==> src/rtl/aurora_rx_cell_filter.sv <==
// -----------------------------------------------------------------------------
// aurora_rx_cell_filter
//
// Receive-side packet filter for the Aurora 64b66b RX AXI-stream. Every valid
// beat goes into a local circular buffer. A packet becomes visible downstream
// only once the core reports a passing CRC. Packets that fail CRC, time out,
// are orphaned by a new packet, or overflow the buffer are rolled back and
// never reach the output.
//
// Ports
//   userClk, userRstN            : Aurora user clock, async active-low reset
//   axiRXtdata/tkeep/tlast/tValid: RX beat in (no backpressure)
//   axiCrcValid, axiCrcPass      : CRC result strobe and verdict
//   outTdata/Tkeep/Tlast/Tvalid  : filtered stream out, single output register
//   outTready                    : downstream ready
//   goodPktCount                 : saturating count of committed packets
//   crcErrCount                  : saturating count of CRC fail/timeout/orphan
//   overflowCount                : saturating count of buffer-full drops
// -----------------------------------------------------------------------------
module aurora_rx_cell_filter #(
    parameter int ADDR_WIDTH  = 5,
    parameter int CRC_TIMEOUT = 15
) (
    input  logic        userClk,
    input  logic        userRstN,
    input  logic [63:0] axiRXtdata,
    input  logic [7:0]  axiRXtkeep,
    input  logic        axiRXtlast,
    input  logic        axiRXtValid,
    input  logic        axiCrcValid,
    input  logic        axiCrcPass,
    output logic [63:0] outTdata,
    output logic [7:0]  outTkeep,
    output logic        outTlast,
    output logic        outTvalid,
    input  logic        outTready,
    output logic [15:0] goodPktCount,
    output logic [15:0] crcErrCount,
    output logic [15:0] overflowCount
);
    localparam int                  DEPTH_N      = 1 << ADDR_WIDTH;
    localparam logic [ADDR_WIDTH:0] DEPTH        = {1'b1, {ADDR_WIDTH{1'b0}}};
    localparam logic [ADDR_WIDTH:0] PTR_ONE      = {{ADDR_WIDTH{1'b0}}, 1'b1};
    localparam logic [7:0]          TIMEOUT_LAST = 8'(CRC_TIMEOUT - 1);

    typedef enum logic [1:0] {IDLE, RECV, WAIT_CRC, DROP} state_t;

    function automatic logic [15:0] sat_inc(input logic [15:0] v);
        return (v == 16'hFFFF) ? v : v + 16'd1;
    endfunction

    state_t              r_state, w_state_nxt;
    logic [ADDR_WIDTH:0] r_wr_ptr, w_wr_ptr_nxt;
    logic [ADDR_WIDTH:0] r_commit_ptr, w_commit_ptr_nxt;
    logic [ADDR_WIDTH:0] r_rd_ptr;
    logic [ADDR_WIDTH:0] w_base;
    logic [7:0]          r_timer, w_timer_nxt;
    logic                w_try_write, w_wr_en, w_strobe_free;
    logic                w_inc_good, w_inc_crc, w_inc_ovf;
    logic [15:0]         r_good_cnt, r_crc_cnt, r_ovf_cnt;
    logic [72:0]         r_mem [DEPTH_N];
    logic [72:0]         r_out_word;
    logic                r_out_valid;
    logic                w_load;

    // -------------------------------------------------------------------------
    // Write-side FSM: next state, pointer updates and counter strobes.
    // w_base is where an incoming beat would land: wrPtr normally, commitPtr
    // once a pending packet has been rolled back (or wrPtr after a commit).
    // -------------------------------------------------------------------------
    // NOTE: always_comb uses blocking '=' and assigns every output a default
    // first, so w_base can be refined and then read in the same pass without
    // creating a latch.
    always_comb begin
        w_state_nxt      = r_state;
        w_wr_ptr_nxt     = r_wr_ptr;
        w_commit_ptr_nxt = r_commit_ptr;
        w_timer_nxt      = 8'd0;
        w_base           = r_wr_ptr;
        w_try_write      = 1'b0;
        w_wr_en          = 1'b0;
        w_strobe_free    = 1'b1;
        w_inc_good       = 1'b0;
        w_inc_crc        = 1'b0;
        w_inc_ovf        = 1'b0;

        case (r_state)
            IDLE, RECV: w_try_write = axiRXtValid;
            WAIT_CRC: begin
                if (axiCrcValid) begin
                    // The strobe belongs to the pending packet; a beat in the
                    // same cycle starts a fresh packet after the verdict.
                    w_strobe_free = 1'b0;
                    w_state_nxt   = IDLE;
                    w_try_write   = axiRXtValid;
                    if (axiCrcPass) begin
                        w_commit_ptr_nxt = r_wr_ptr;
                        w_inc_good       = 1'b1;
                    end else begin
                        w_wr_ptr_nxt = r_commit_ptr;
                        w_base       = r_commit_ptr;
                        w_inc_crc    = 1'b1;
                    end
                end else if (axiRXtValid) begin
                    // Orphan: the new packet overwrites the uncommitted one.
                    w_wr_ptr_nxt = r_commit_ptr;
                    w_base       = r_commit_ptr;
                    w_inc_crc    = 1'b1;
                    w_try_write  = 1'b1;
                end else if (r_timer == TIMEOUT_LAST) begin
                    w_wr_ptr_nxt = r_commit_ptr;
                    w_inc_crc    = 1'b1;
                    w_state_nxt  = IDLE;
                end else begin
                    w_timer_nxt = r_timer + 8'd1;
                end
            end
            DROP: begin
                if (axiRXtValid && axiRXtlast) w_state_nxt = IDLE;
            end
            default: w_state_nxt = IDLE;
        endcase

        if (w_try_write) begin
            if ((w_base - r_rd_ptr) == DEPTH) begin
                w_wr_ptr_nxt = w_commit_ptr_nxt;
                w_inc_ovf    = 1'b1;
                w_state_nxt  = axiRXtlast ? IDLE : DROP;
            end else begin
                w_wr_en      = 1'b1;
                w_wr_ptr_nxt = w_base + PTR_ONE;
                if (!axiRXtlast) begin
                    w_state_nxt = RECV;
                end else if (axiCrcValid && w_strobe_free) begin
                    // Verdict arrives with tlast: apply it without WAIT_CRC.
                    w_state_nxt = IDLE;
                    if (axiCrcPass) begin
                        w_commit_ptr_nxt = w_base + PTR_ONE;
                        w_inc_good       = 1'b1;
                    end else begin
                        w_wr_ptr_nxt = w_commit_ptr_nxt;
                        w_inc_crc    = 1'b1;
                    end
                end else begin
                    w_state_nxt = WAIT_CRC;
                    w_timer_nxt = 8'd0;
                end
            end
        end
    end

    // NOTE: sequential state uses non-blocking '<=' so every register samples
    // the values from before the edge.
    always_ff @(posedge userClk or negedge userRstN) begin
        if (!userRstN) begin
            r_state      <= IDLE;
            r_wr_ptr     <= '0;
            r_commit_ptr <= '0;
            r_timer      <= 8'd0;
            r_good_cnt   <= 16'd0;
            r_crc_cnt    <= 16'd0;
            r_ovf_cnt    <= 16'd0;
        end else begin
            r_state      <= w_state_nxt;
            r_wr_ptr     <= w_wr_ptr_nxt;
            r_commit_ptr <= w_commit_ptr_nxt;
            r_timer      <= w_timer_nxt;
            if (w_inc_good) r_good_cnt <= sat_inc(r_good_cnt);
            if (w_inc_crc)  r_crc_cnt  <= sat_inc(r_crc_cnt);
            if (w_inc_ovf)  r_ovf_cnt  <= sat_inc(r_ovf_cnt);
        end
    end

    // NOTE: the buffer array is deliberately not reset; pointers alone define
    // which entries are meaningful, and an unreset array maps onto RAM.
    always_ff @(posedge userClk) begin
        if (w_wr_en) r_mem[w_base[ADDR_WIDTH-1:0]] <= {axiRXtlast, axiRXtkeep, axiRXtdata};
    end

    // -------------------------------------------------------------------------
    // Read side: the output register is the registered memory read. It loads
    // whenever committed data exists and the register is empty or draining,
    // giving one beat per cycle and holding steady under backpressure.
    // Reads only cover committed entries, so rollbacks never disturb them.
    // -------------------------------------------------------------------------
    assign w_load = (r_commit_ptr != r_rd_ptr) && (!r_out_valid || outTready);

    always_ff @(posedge userClk or negedge userRstN) begin
        if (!userRstN) begin
            r_out_valid <= 1'b0;
            r_out_word  <= '0;
            r_rd_ptr    <= '0;
        end else if (w_load) begin
            r_out_valid <= 1'b1;
            r_out_word  <= r_mem[r_rd_ptr[ADDR_WIDTH-1:0]];
            r_rd_ptr    <= r_rd_ptr + PTR_ONE;
        end else if (outTready) begin
            r_out_valid <= 1'b0;
        end
    end

    assign outTvalid     = r_out_valid;
    assign outTlast      = r_out_word[72];
    assign outTkeep      = r_out_word[71:64];
    assign outTdata      = r_out_word[63:0];
    assign goodPktCount  = r_good_cnt;
    assign crcErrCount   = r_crc_cnt;
    assign overflowCount = r_ovf_cnt;

endmodule

==> config.mk <==
export PLATFORM = sky130hd
export DESIGN_NAME = aurora_rx_cell_filter
export DESIGN_NICKNAME = d
export VERILOG_FILES = /design/src/rtl/aurora_rx_cell_filter.sv
export SDC_FILE = /design/constraint.sdc
export NUM_CORES = 2
export LEC_CHECK = 0
export BUFFER_PORTS_ARGS = -buffer_cell sky130_fd_sc_hd__buf_4
export CELL_PAD_IN_SITES_DETAIL_PLACEMENT = 1
export CELL_PAD_IN_SITES_GLOBAL_PLACEMENT = 2
export CORE_ASPECT_RATIO = 0.7
export CORE_MARGIN = 3
export CORE_UTILIZATION = 45
export CTS_CLUSTER_SIZE = 40
export DETAILED_ROUTE_END_ITERATION = 8
export PLACE_DENSITY_LB_ADDON = 0.1
export SYNTH_ARGS = -nofsm -noshare
export SYNTH_HDL_FRONTEND = slang
export SYNTH_SLANG_ARGS = --single-unit
==> constraint.sdc <==
create_clock -name userClk -period 12.4 [get_ports userClk]
set_input_delay 2.48 -clock userClk [delete_from_list [all_inputs] [get_ports userClk]]
set_output_delay 2.48 -clock userClk [all_outputs]
set_load 0.01 [all_outputs]
==> results.txt <==
----------------------------------------------------
[Status]
  Outcome ... complete, no violations

[STA]
  Post-route clock skew ... 0.0474 ns
  Final period demand of the worst path ... 7.71 ns
  Share of the clock period used by the worst path after layout ... 62.1%
  Sum of negative setup slack ... 0 ns
  Max frequency ... 130 MHz
  Worst Hold Margin ... 0.480 ns
  Unrepaired setup endpoints after global routing ... false
  Slew Limit Headroom ... a little under a quarter
  Fin. max-slew vios ... 0
  Final setup fails ... 0
  Worst slew pin tran ... 1.15 ns
  Number of hold violations in the final report ... 0

[Global route]
  Met2 layer usage reported by global route ... 34.2%
  Overall overflow remaining after global route ... 0
  Fraction of met1 tracks used by global routing ... 34.3%
  Antenna violations before repair ... 16
  Grt peak-use layer ... met1
  Maximum number of pins on one net before global-route repair ... 137
  Via count of the first global-routing pass ... approximately 46,000
  Overall fraction of global-route tracks in use ... 22.4%
  Global-route wire length before repair ... 350,000 um
  Met3 Usage GRT ... between 3 and 4%

[Floorplan]
  Chip height ... 391 um
  Effective utilization at floorplan ... 45.6%
  Number of top-level pins ... between 200 and 250
  Core box area ... ~0.21 sq mm
  Area enclosed by the die boundary ... approximately 0.22 sq mm
  Die extent in x ... 557 um
  Rows ... 140

[Final layout]
  Sequential cell area ... 0.0739 sq mm
  Final Cell Area ... 0.108 sq mm
  Layout-stage area growth over the synthesis result ... 13.6%
  Share of post-route cells with drive strength above 1 ... 30.8%
  Layout Nets ... around 4,500
  Multi-input gate area in the final layout ... 0.0209 sq mm
  Count of filler cells inserted in the layout ... 17,900

[Clocking]
  Maximum count of clock buffers along a single path ... 4
  CTS Buf Count ... 242
  CTS clk-pin slew, worst paths ... ~0.06 ns
  # resized after CTS ... 0
  H-tree depth reported by CTS ... 4
  CTS Hold Bufs ... 0
  Clock insertion delay at the later pin of the skew report ... 0.88 ns
  Cell at the root of the clock tree ... clkbuf_16
  Number of buffers added for setup after CTS ... 0
  Clock Sinks ... between 2,000 and 2,500
  CTS tree ... built

[Yosys]
  Flip-flop and latch count after synthesis ... ~2,500
  Syn avg cell area ... about 23 sq um
  Most frequent cell after synthesis ... edfxtp_1
  Syn Inst Count ... 4,086
  Top cell type by total area after synthesis ... edfxtp_1
  Synth top area cells ... edfxtp_1, mux4_2, dfrtp_1, mux2i_1, clkbuf_1
  Synthesized net count ... 4,181
  Proportion of synthesized chip area in sequential cells ... 77.4%
  Number of synthesized flops with an enable pin ... 2,336
  Count of synthesis-stage warnings from yosys ... 0
  Combined area of all synthesized cells ... 0.0955 sq mm
  Flip-flop cell with the highest count after synthesis ... edfxtp_1
  Most common library cells after synthesis ... edfxtp_1, mux4_2, dfrtp_1
  Cell variety after synth ... 60
  Ys async rst share ... 6.03%
  Top-area cell type share of the netlist area ... 73.4%

[Drt]
  Via count ... 44,200
  Vias per cell ... 5.98
  Wirelength per Cell ... between 30 and 40 um
  Number of iterations in the first detailed-routing pass ... 5
  Detail Route Antenna Nets ... 0
  Total wirelength of the detailed-routed design ... ~240,000 um
  Post-detailed-route DRC marker count ... 0
  Starting DRT DRC Count ... 4,893

[Setup path]
  Crit Path Max Fanout ... 38
  Type of the setup path with the least slack ... input port to flop
  CP startpoint kind ... input port
  WP data arrival ... slightly above 8 ns
  Category of the worst setup path capture point ... flop
  Data required, critical path ... between 10 and 15 ns

[Power and ir drop]
  Largest voltage drop on the vdd net ... ~0.19 mV
  PD cells ... approximately 220 mW/mm^2
  Leakage power summed over all cells ... 34.7 nW

[Run]
  Number of maximum-capacitance violations ... 0

[Placement]
  Post-DP Area ... slightly above 0.1 sq mm
  Count of port buffers added during placement ... 200
  Final HPWL from detailed placement ... ~130,000 um
  Weighted congestion reported at the end of routability-driven placement ... 0.760

[Min path]
  Worst hold path type ... flop to flop

----------------------------------------------------
## area by class of cell
type | instances | area share, %
clock inverters | 126 | 1.08
flip-flops and latches | 2486 | 68.1
repair buffers | 293 | 2.15
multi-input cells | 1370 | 19.3
inverters | 25 | 0.100
clock buffers | 317 | 6.05
well taps | 2769 | 3.19
diodes | 6 | 0.0138
## placed cells by master (no fill, tap or decap), drive strengths merged, types with 3 or more instances in the layout
| master | Yosys | layout |
|---|---|---|
| nor2b | 4 | 4 |
| o211ai | 10 | 10 |
| clkinv | 2 | 95 |
| mux2 | 9 | 9 |
| a2111oi | 10 | 10 |
| nand2b | 11 | 11 |
| nand3 | 39 | 39 |
| dfrtp | 150 | 150 |
| mux4 | 730 | 730 |
| a32oi | 3 | 3 |
| clkbuf | 123 | 317 |
| diode | 0 | 6 |
| clkinvlp | 0 | 6 |
| inv | 23 | 30 |
| nor3 | 11 | 11 |
| or3 | 3 | 3 |
| xor2 | 34 | 34 |
| nor2 | 76 | 76 |
| a21oi | 15 | 15 |
| nor4 | 4 | 4 |
| bufinv | 0 | 20 |
| a211oi | 9 | 9 |
| xnor2 | 31 | 31 |
| and3 | 10 | 10 |
| buf | 82 | 293 |
| or2 | 3 | 3 |
| o21ai | 87 | 87 |
| a31oi | 3 | 3 |
| a21boi | 3 | 3 |
| ha | 16 | 16 |
| mux2i | 91 | 91 |
| nand2 | 121 | 121 |
| nand3b | 3 | 3 |
| a21o | 3 | 3 |
| edfxtp | 2336 | 2336 |
| nand4 | 10 | 10 |
## path summary, 6_finish.rpt
check | slack, ns | startpoint | to | depth (start not counted)
worst max-delay path | 4.69 | axiCrcValid | r_mem[29][36]$_DFFE_PP_ | 16
worst min-delay path | 0.48 | r_out_word[16]$_DFFE_PN0P_ | r_out_word[16]$_DFFE_PN0P_ | 2
worst max register to register | 5.80 | r_state[0]$_DFFE_PN0P_ | r_mem[29][36]$_DFFE_PP_ | 15
worst min register to register | 0.48 | r_out_word[16]$_DFFE_PN0P_ | r_out_word[16]$_DFFE_PN0P_ | 2
max in group asynchronous | 8.92 | userRstN | r_rd_ptr[2]$_DFFE_PN0P_ | 3
min in group asynchronous | 1.54 | userRstN | r_out_word[10]$_DFFE_PN0P_ | 1
## worst max-delay path, cell delays in order
cell,delay (ns)
buf_4,0.15
and2_4,0.19
nor3_2,0.17
buf_4,0.25
mux2i_1,0.49
inv_1,0.19
ha_1,0.36
a21oi_1,0.21
nand2_1,0.13
a31oi_1,0.37
xnor2_2,0.20
a21oi_2,0.58
nand2_1,0.72
nor2_4,0.25
buf_4,0.62
buf_4,0.75
## sequential cells by signal, indices dropped and copies added (netlist names)
register,flops
outTvalid,1
r_out_word,73
crcErrCount,16
r_rd_ptr,6
r_wr_ptr,6
goodPktCount,16
overflowCount,16
r_state,2
r_mem,2336
r_timer,8
r_commit_ptr,6
## through the flow
step                instances  setup slack, ns  total power [mW]  util, %
finish                   7392             4.69              24.2     51.8
global route             7389             4.35              25.2     51.8
CTS                      7386             4.75              24.6     51.8
detailed placement       6943             3.82              17.3     48.1
global placement         6943             3.92              17.2     48.1
floorplan                4086             3.13              14.6        -
## logic make-up after synthesis
logic type               count (synthesis)  synth area share (%)
XOR/XNOR                                65                 0.604
buffers and inverters                  230                  1.00
multiplexers                           830                  18.3
AND/OR/NAND/NOR                        299                  1.40
flip-flops                            2486                  77.4
adder cells (fa/ha/maj)                 16                 0.210
AO/OA/AOI/OAI                          160                  1.13
## report_power, final
group	switching (mW)	leakage, nW	internal [mW]	total (mW)
clock	3.14	3.78	4.13	7.26
combinational	3.70	8.00	3.08	6.78
sequential	0.333	22.9	9.78	10.1
total	7.17	34.7	17.0	24.2
## layer usage
layer  vias to the layer above  wire (um)  share of wire, %
met1                     24400     110000                45
met3                       323      14500               5.9
li1                      18000          -                 -
met4                         8       5750               2.4
met2                      1412     113000                46
met5                         -         45             0.018
Note: power is estimated with default switching activity, not from simulation.
